File: config.mk
export PLATFORM = sky130hd
export DESIGN_NAME = instr_decoder
export DESIGN_NICKNAME = d
export VERILOG_FILES = /design/src/rtl/idec_pkg.sv /design/src/rtl/cond_eval.sv /design/src/rtl/instr_decoder.sv
export SDC_FILE = /design/constraint.sdc
export NUM_CORES = 1
export LEC_CHECK = 0
export CORE_MARGIN = 2
export CORE_UTILIZATION = 35
export CTS_CLUSTER_SIZE = 30
export DETAILED_ROUTE_END_ITERATION = 8
export SLEW_MARGIN = 20
export SYNTH_ARGS = -nofsm -noshare
export SYNTH_HDL_FRONTEND = slang
export SYNTH_SLANG_ARGS = --single-unit
File: constraint.sdc
create_clock -name clock -period 2.5 [get_ports clock]
set_input_delay 0.5 -clock clock [delete_from_list [all_inputs] [get_ports clock]]
set_output_delay 0.5 -clock clock [all_outputs]
set_load 0.01 [all_outputs]
File: src/rtl/idec_pkg.sv
// Shared types, field constants and the instruction-word decode helper for instr_decoder.
package idec_pkg;

    typedef enum logic [2:0] {
        ST_FETCH,
        ST_DECODE,
        ST_EXEC,
        ST_MEM,
        ST_WB
    } state_t;

    localparam logic [3:0] OP_REG    = 4'h0;
    localparam logic [3:0] OP_MEM    = 4'h4;
    localparam logic [3:0] OP_SHIFT  = 4'h8;
    localparam logic [3:0] OP_CMPI   = 4'hB;
    localparam logic [3:0] OP_BCOND  = 4'hC;
    localparam logic [3:0] OP_LUI    = 4'hF;

    localparam logic [3:0] EXT_LOAD      = 4'h0;
    localparam logic [3:0] EXT_STORE     = 4'h4;
    localparam logic [3:0] EXT_JCOND     = 4'hC;
    localparam logic [3:0] EXT_SHIFT_REG = 4'h4;

    localparam logic [7:0] ALU_NOP   = 8'h00;
    localparam logic [7:0] ALU_ADD   = 8'h05;
    localparam logic [7:0] ALU_CMP   = 8'h0B;
    localparam logic [7:0] ALU_LOAD  = 8'h40;
    localparam logic [7:0] ALU_STORE = 8'h44;
    localparam logic [7:0] ALU_LUI   = 8'hF0;

    localparam logic [3:0] CC_EQ = 4'h0;
    localparam logic [3:0] CC_NE = 4'h1;
    localparam logic [3:0] CC_HI = 4'h4;
    localparam logic [3:0] CC_LS = 4'h5;
    localparam logic [3:0] CC_GT = 4'h6;
    localparam logic [3:0] CC_LE = 4'h7;
    localparam logic [3:0] CC_UC = 4'hE;

    typedef struct packed {
        logic [7:0]  opcode;
        logic        imm_sel;
        logic [15:0] imm_value;
        logic        wr_en;
        logic        wb_sel;
    } dec_t;

    function automatic logic [15:0] sext8(input logic [7:0] v);
        return {{8{v[7]}}, v};
    endfunction

    function automatic dec_t decode(input logic [15:0] w);
        dec_t       d;
        logic [3:0] op;
        logic [3:0] ext;
        logic [7:0] imm8;
        op   = w[15:12];
        ext  = w[7:4];
        imm8 = w[7:0];
        d    = '0;
        d.opcode = ALU_NOP;
        case (op)
            OP_REG: begin
                d.opcode = {4'h0, ext};
                d.wr_en  = ({4'h0, ext} != ALU_CMP);
            end
            4'h1, 4'h2, 4'h3, 4'h5, 4'h6, 4'h7, 4'h9, OP_CMPI, 4'hD: begin
                d.opcode    = {4'h0, op};
                d.imm_sel   = 1'b1;
                d.imm_value = sext8(imm8);
                d.wr_en     = (op != OP_CMPI);
            end
            OP_SHIFT: begin
                d.opcode    = {4'h8, ext};
                d.imm_sel   = (ext != EXT_SHIFT_REG);
                d.imm_value = sext8(imm8);
                d.wr_en     = 1'b1;
            end
            OP_LUI: begin
                d.opcode    = ALU_LUI;
                d.imm_sel   = 1'b1;
                d.imm_value = {8'h00, imm8};
                d.wr_en     = 1'b1;
            end
            OP_MEM: begin
                if (ext == EXT_LOAD) begin
                    d.opcode = ALU_LOAD;
                    d.wr_en  = 1'b1;
                    d.wb_sel = 1'b1;
                end else if (ext == EXT_STORE) begin
                    d.opcode = ALU_STORE;
                end
            end
            // branches, jumps and undefined ops leave the all-zero default
            default: ;
        endcase
        return d;
    endfunction

endpackage

File: src/rtl/cond_eval.sv
// Branch/jump condition evaluation from the ALU flag word; purely combinational.
module cond_eval
    import idec_pkg::*;
(
    input  logic [3:0] cond,
    input  logic [4:0] psr,
    output logic       taken
);

    logic flag_n;
    logic flag_z;
    logic flag_l;
    logic unused_flags;

    assign flag_n       = psr[4];
    assign flag_z       = psr[3];
    assign flag_l       = psr[1];
    assign unused_flags = psr[2] ^ psr[0];

    always_comb begin
        taken = 1'b0;
        case (cond)
            CC_EQ:   taken = flag_z;
            CC_NE:   taken = ~flag_z;
            CC_HI:   taken = flag_l;
            CC_LS:   taken = ~flag_l;
            CC_GT:   taken = flag_n;
            CC_LE:   taken = ~flag_n;
            CC_UC:   taken = 1'b1;
            default: taken = 1'b0;
        endcase
    end

endmodule

File: src/rtl/instr_decoder.sv
// Multi-cycle fetch/decode/execute sequencer owning the PC; ALU controls held DECODE..WB.
// Optional IDEC_STALL_EN adds a stall input that freezes the FSM and masks the strobes.
module instr_decoder
    import idec_pkg::*;
(
    input  logic        clock,
    input  logic        reset,
`ifdef IDEC_STALL_EN
    input  logic        stall,
`endif
    input  logic [15:0] instr,
    input  logic [4:0]  psrIn,
    input  logic [15:0] regDataA,
    output logic [15:0] pc,
    output logic [7:0]  opcode,
    output logic [3:0]  raddrA,
    output logic [3:0]  raddrB,
    output logic        immSel,
    output logic [15:0] immValue,
    output logic [3:0]  waddr,
    output logic        wen,
    output logic        wbSel,
    output logic        memRead,
    output logic        memWrite
);

    state_t      state_q, state_d;
    logic [15:0] pc_q, pc_d;
    logic [15:0] ir_q, ir_d;
    dec_t        dec_q, dec_d;
    logic        wen_q, wen_d;
    logic        mem_rd_q, mem_rd_d;
    logic        mem_wr_q, mem_wr_d;

    logic run;
    logic taken;
    logic is_bcond;
    logic is_jcond;
    logic is_load;
    logic is_store;

`ifdef IDEC_STALL_EN
    assign run = ~stall;
`else
    assign run = 1'b1;
`endif

    assign is_bcond = (ir_q[15:12] == OP_BCOND);
    assign is_jcond = (ir_q[15:12] == OP_MEM) && (ir_q[7:4] == EXT_JCOND);
    assign is_load  = (ir_q[15:12] == OP_MEM) && (ir_q[7:4] == EXT_LOAD);
    assign is_store = (ir_q[15:12] == OP_MEM) && (ir_q[7:4] == EXT_STORE);

    cond_eval u_cond_eval (
        .cond  (ir_q[11:8]),
        .psr   (psrIn),
        .taken (taken)
    );

    always_comb begin
        state_d  = state_q;
        pc_d     = pc_q;
        ir_d     = ir_q;
        dec_d    = dec_q;
        wen_d    = 1'b0;
        mem_rd_d = 1'b0;
        mem_wr_d = 1'b0;
        case (state_q)
            ST_FETCH: begin
                // decode straight from memory so controls are valid from DECODE onward
                ir_d    = instr;
                dec_d   = decode(instr);
                state_d = ST_DECODE;
            end
            ST_DECODE: begin
                if (is_bcond || is_jcond) begin
                    state_d = ST_FETCH;
                    if (!taken)
                        pc_d = pc_q + 16'd1;
                    else if (is_bcond)
                        pc_d = pc_q + sext8(ir_q[7:0]);
                    else
                        pc_d = regDataA;
                end else begin
                    state_d = ST_EXEC;
                end
            end
            ST_EXEC: begin
                if (is_load || is_store) begin
                    state_d  = ST_MEM;
                    mem_rd_d = is_load;
                    mem_wr_d = is_store;
                end else begin
                    state_d = ST_WB;
                    wen_d   = dec_q.wr_en;
                end
            end
            ST_MEM: begin
                state_d = ST_WB;
                wen_d   = dec_q.wr_en;
            end
            ST_WB: begin
                state_d = ST_FETCH;
                pc_d    = pc_q + 16'd1;
            end
            default: state_d = ST_FETCH;
        endcase
    end

    always_ff @(posedge clock or negedge reset) begin
        if (!reset) begin
            state_q  <= ST_FETCH;
            pc_q     <= '0;
            ir_q     <= '0;
            dec_q    <= '0;
            wen_q    <= 1'b0;
            mem_rd_q <= 1'b0;
            mem_wr_q <= 1'b0;
        end else if (run) begin
            state_q  <= state_d;
            pc_q     <= pc_d;
            ir_q     <= ir_d;
            dec_q    <= dec_d;
            wen_q    <= wen_d;
            mem_rd_q <= mem_rd_d;
            mem_wr_q <= mem_wr_d;
        end
    end

    assign pc       = pc_q;
    assign opcode   = dec_q.opcode;
    assign immSel   = dec_q.imm_sel;
    assign immValue = dec_q.imm_value;
    assign wbSel    = dec_q.wb_sel;
    assign raddrA   = is_jcond ? ir_q[3:0] : ir_q[11:8];
    assign raddrB   = ir_q[3:0];
    assign waddr    = ir_q[11:8];
    // strobes stay registered through a stall but are masked until it lifts
    assign wen      = wen_q & run;
    assign memRead  = mem_rd_q & run;
    assign memWrite = mem_wr_q & run;

endmodule

Word-level counts from Yosys, hierarchy flattened
Index checks and enable logic that the tools add are counted.
Storage, ports and cells
  register bits after elaboration: 65
  output and inout port bits: 57
  word-level logic and storage cells: 83
Operators by class
  $add $sub $neg: 2
  equal/unequal tests: 31
  muxes and demuxes: 22
  bitwise gates (word level): 3
  reduce and logical (&&, ||, !) cells: 14
Operators by type and width (count)
  $pmux W17 S3: 1
  $mux W16: 3
  $eq A4 B3 Y1 const B: 11
  $pmux W8 S5: 1
  $eq A4 B4 Y1 const B: 8
  $pmux W16 S2: 1
  $add A16 B1 Y16 const B: 1
  $add A16 B16 Y16: 1
  $logic_not A4 Y1: 4
  $pmux W3 S4: 1
  $reduce_or A9 Y1: 1
  $eq A4 B1 Y1 const B: 2
  $eq A4 B2 Y1 const B: 2
  $mux W8: 1
  $ne A4 B4 Y1 const B: 2
  $mux W7: 1
  $pmux W1 S7: 1
  $eq A3 B2 Y1 const B: 2
  $mux W1: 6
  $mux W2: 2
  $mux W4: 1
  $ne A4 B3 Y1 const B: 1
  $pmux W1 S4: 1
  $eq A3 B1 Y1 const B: 1
  other kinds (11): 16

Logic depth before layout (Yosys ltp)
  depth after elaboration: 5
  depth in mapped cells: 9

Modules after synthesis
A second synthesis with hierarchy kept.
Second synthesis, totals
  cell total of the unflattened synthesis: 496
  area total of the unflattened synthesis: 4051.4 µm²
Modules (own cells, without submodules)
  instr_decoder: instances 1, cells each 484, area each 3970.1 µm², seq. area each 1426.4 µm²
  cond_eval: instances 1, cells each 12, area each 81.3 µm², seq. area each 0.0 µm²

Worst setup path after synthesis
Ideal clock, no wire load.
  path kind: register to register
  start: register pc_q[0] (netlist: pc[0])
  end: register pc_q[14] (netlist: pc[14])
  arrival: 2385 ps
  slack: 11 ps
  cell stages (with the launch flop): 10
  period minus slack after synthesis: 2489 ps
  cells stage by stage: dfrtp_1 > ha_1 > fa_1 > a21o_1 > a21oi_1 > o31a_1 > nand2_1 > a221oi_1 > xor2_1 > a221oi_1
On the way
  cells in the longest elaborated chain, start to end: 5
  elaborated cells on any way between the ends: 6
  classes of those cells: add/sub (2); mux (4)
Ends and longest elaborated chain
  from (decl): line instr_decoder.sv:28  | logic [15:0] pc_q, pc_d;
  from (signal assigned): line instr_decoder.sv:120  | pc_q <= pc_d;
  $add A16 B16 Y16: line instr_decoder.sv:80  | pc_d = pc_q + sext8(ir_q[7:0]);
  $mux W16: line instr_decoder.sv:79  | else if (is_bcond)
  $mux W16: line instr_decoder.sv:77  | if (!taken)
  $mux W16: line instr_decoder.sv:75  | if (is_bcond || is_jcond) begin
  $pmux W16 S2 (*): line instr_decoder.sv:67  | case (state_q)
Every way passes the cells marked *; elsewhere a longest branch is shown, timed or not. The select of a mux whose other input is x is not followed.
A chain may end at the register's enable or synchronous reset.

Worst setup path after layout
  start: register ir_q[0]
  end: register pc_q[14] (netlist: pc[14])
On the way
  cells in the longest elaborated chain, start to end: 5
Ends and longest elaborated chain
  from (decl): line instr_decoder.sv:29  | logic [15:0] ir_q, ir_d;
  from (signal assigned): line instr_decoder.sv:121  | ir_q <= ir_d;
  $add A16 B16 Y16: line instr_decoder.sv:80
  $mux W16: line instr_decoder.sv:79
  $mux W16: line instr_decoder.sv:77
  $mux W16: line instr_decoder.sv:75
  $pmux W16 S2: line instr_decoder.sv:67
No other way between the ends. The select of a mux whose other input is x is not followed.

==> key figures <==
Outcome
  • Run status: finished, final reports clean

Critical path
  • Slowest-stage cell, CP: dfrtp_1
  • Critical path cell sequence: ha_2 > fa_2 > a21o_1 > a21oi_2 > o31a_1 > nand2_2 > a221oi_2 > xor2_1 > a221oi_1
  • CP Launch Type: register
  • Worst setup path class: reg2reg
  • Max stage delay on crit path: 0.42 ns
  • CP arrival: 2.69 ns
  • Req. time, crit path: 2.74 ns
  • Bufs and invs on worst path: 0
  • Critical path's top delay family: compound AO/OA/AOI/OAI gates
  • CP endpoint kind: register
  • Worst Path Max Fanout: 3

Yosys
  • Ys Warns: 0
  • Async set-reset flop share out of synthesis: 100%
  • Syn Area/Cell: 8.17 µm²
  • Syn Inst Count: 479
  • Post-synth EDFFs: 0
  • Count leader, synth: nand2_1
  • Ranking of synthesized cells by area: dfrtp_1 36%, nand2_1 9.0%, buf_4 6.1%, ha_1 5.1%, a21oi_1 4.3%
  • #FFs+latches synth: 57
  • Main synth FF type: dfrtp_1
  • Most frequent cells after synthesis: 94 x nand2_1, 57 x dfrtp_1, 34 x a21oi_1, 34 x nor2_1, 32 x buf_4
  • Syn Nets: 535
  • Synth top area share: 36.4%
  • Yosys cell types: 56
  • Yosys top cell by area: dfrtp_1
  • Sequential area share after synthesis: 36.4%
  • Post-Syn Area: 3920 µm²

Final layout
  • Area occupied by multi-input gates: 2190 µm²
  • Layout cells sized above 1: 14.5%
  • Sequential Area: 1430 µm²
  • Ant diodes: 0
  • Layout Nets: 631
  • Layout area overhead: 35.1%
  • Filler cells: 1067

Routing
  • First-pass iteration count of the detailed router: 4
  • Via count: 3800
  • Total wire length: 11.3 mm
  • DRT iter0 DRCs: 190
  • Vias per cell: 5.29
  • Final ANT Viol Nets: 0
  • Routed length per instance: 15.7 µm
  • DRC: 0

Pwr
  • LEAKAGE: 0.00235 µW
  • VDD IR-drop max: 513 µV
  • Pwr per Cell Area: 1380 nW/µm²

Timing
  • Final slew viol count: 0
  • RSZ-0062 raised after global routing: yes
  • Setup TNS: 0 ns
  • Skew final: 0.00820 ns
  • Final period util: 97.8%
  • Final-report hold violation count: 0
  • Fmax: 409 MHz
  • Endpoints failing setup: 0
  • Worst slew margin: 39.9%
  • Setup ws final: 0.0544 ns
  • Worst-Margin Slew: 0.895 ns
  • WHS: 0.177 ns
  • Final Critical Period: 2.45 ns

Clock network
  • Clk_lat worst skew: 0.35 ns
  • CTS Root Cell: clkbuf_8
  • H-tree depth: 3
  • Longest Clk Path Bufs: 2
  • Clock Pin Slew Worst Setup and Hold Paths: 0.07 ns
  • # Post-CTS Setup Buffers: 0
  • CTS tree: built
  • Hold buffers post-CTS: 0
  • Clk sink count: 57
  • Total CTS buffers: 9

GRT
  • Vias in the first global route: 3754
  • GR Overflow Total: 0
  • First-pass GRT wire length: 18.3 mm
  • Initial antenna violation count: 0
  • Largest net degree at the start of global routing: 34
  • GRT Util Overall: 19.6%

Die
  • Die Area: 12000 µm²
  • Initial Util: 36.0%
  • IO Pins: 96
  • FP Rows: 38
  • Die extent in y: 110 µm
  • DIE WIDTH: 110 µm
  • Core Area: 10900 µm²

Min path
  • Hold Crit Class: in2async

Run
  • Max-cap viol count: 0

Placement
  • Post-DP HPWL: 8.43 mm
  • PortBufs: 93
  • Dpl ws: -0.360 ns
  • Gpl congestion: 0.928
## cell usage in the layout (no fill, tap or decap), types with 4 or more instances in the layout
master           synthesis  routed
dlygate4sd2_1            0       4
nor3_1                  13      10
nand2_1                 94      93
clkdlybuf4s50_1          0      88
clkbuf_8                 0      10
o31ai_1                  5       5
mux2_2                   4       4
buf_4                   32      45
a21oi_1                 34      33
inv_1                   10      10
xnor2_1                  9       9
nand2b_1                 5       5
dfrtp_1                 57      57
nor2_1                  34      34
a21o_1                  13      13
and3_1                   8       7
nand3_1                  9       8
and2_1                   4       4
xor2_1                   5       5
o21a_1                   4       4
nand4_1                  7       7
a221oi_2                 2       5
ha_1                    16      15
a31oi_1                  8       8
o21ai_0                 29      29
## worst reg2reg max path: stages, from the launching register on
cell	delay, ns
dfrtp_1	0.42
ha_2	0.22
fa_2	0.36
a21o_1	0.18
a21oi_2	0.17
o31a_1	0.24
nand2_2	0.10
a221oi_2	0.30
xor2_1	0.11
a221oi_1	0.26
## kinds of logic after synthesis
logic type,Yosys count,synth area share [%]
buffers and inverters,64,9.46
muxes,5,1.41
xor gates and xnor gates,14,3.13
and+or+nand+nor,195,22.9
DFF,57,36.4
adders and majority gates,17,5.62
AOI/OAI and AO/OA,127,21.1
## stage by stage
| stage | cell area [µm²] | power (µW) | utilization, % | cells |
|---|---|---|---|---|
| 4_1_cts | 5250 | 7250 | 48.2 | 719 |
| 2_1_floorplan | 3920 | 4540 | - | 479 |
| 3_3_place_gp | 5030 | 6170 | 46.2 | 704 |
| 5_1_grt | 5290 | 7880 | 48.6 | 719 |
| 6_report | 5290 | 7290 | 48.6 | 719 |
| 3_5_place_dp | 5030 | 6300 | 46.2 | 704 |
## path summary, 6_finish.rpt
path | from | endpoint | slack (ns) | depth (start not counted)
worst max-delay path | ir_q[0] | pc[14] | 0.05 | 9
worst min-delay path | reset | pc[1] | 0.18 | 1
worst max register to register | ir_q[0] | pc[14] | 0.05 | 9
worst min register to register | dec_q[1] | dec_q[1] | 0.48 | 2
max in group asynchronous | reset | memRead | 1.63 | 2
min in group clock | dec_q[1] | dec_q[1] | 0.48 | 2
## sequential cells by signal, indices dropped and copies added, names as in the netlist
| register | cells |
|---|---|
| pc | 16 |
| immValue | 9 |
| immSel | 1 |
| memRead | 1 |
| wen | 1 |
| state_q | 3 |
| dec_q | 1 |
| memWrite | 1 |
| wbSel | 1 |
| opcode | 7 |
| ir_q | 16 |
## final cells by class
type	instances	share of cell area (%)
multi-input cells	358	41.3
inverters	10	0.710
clock buffers	10	2.60
flip-flops and latches	57	27.0
repair buffers	139	24.0
clock inverters	5	1.06
well taps	140	3.31
## metal layers
metal  routed length (µm)  global-route usage [%]
met1                 5130                    25.3
met2                 5180                    32.1
met3                  810                    5.28
met4                  190                    5.97
met5                    0                       0
## where the power goes
part / internal (µW) / total (µW) / switching, µW
logic: 2270 / 4660 / 2390
registers: 1320 / 1740 / 422
clock network: 480 / 886 / 406
total: 4070 / 7290 / 3220
## timing repair
action,CTS,global route
pin swaps,3,13
endpoints found under the setup margin,8,11
resized for setup,10,8
Note: power is estimated with default switching activity, not from simulation.
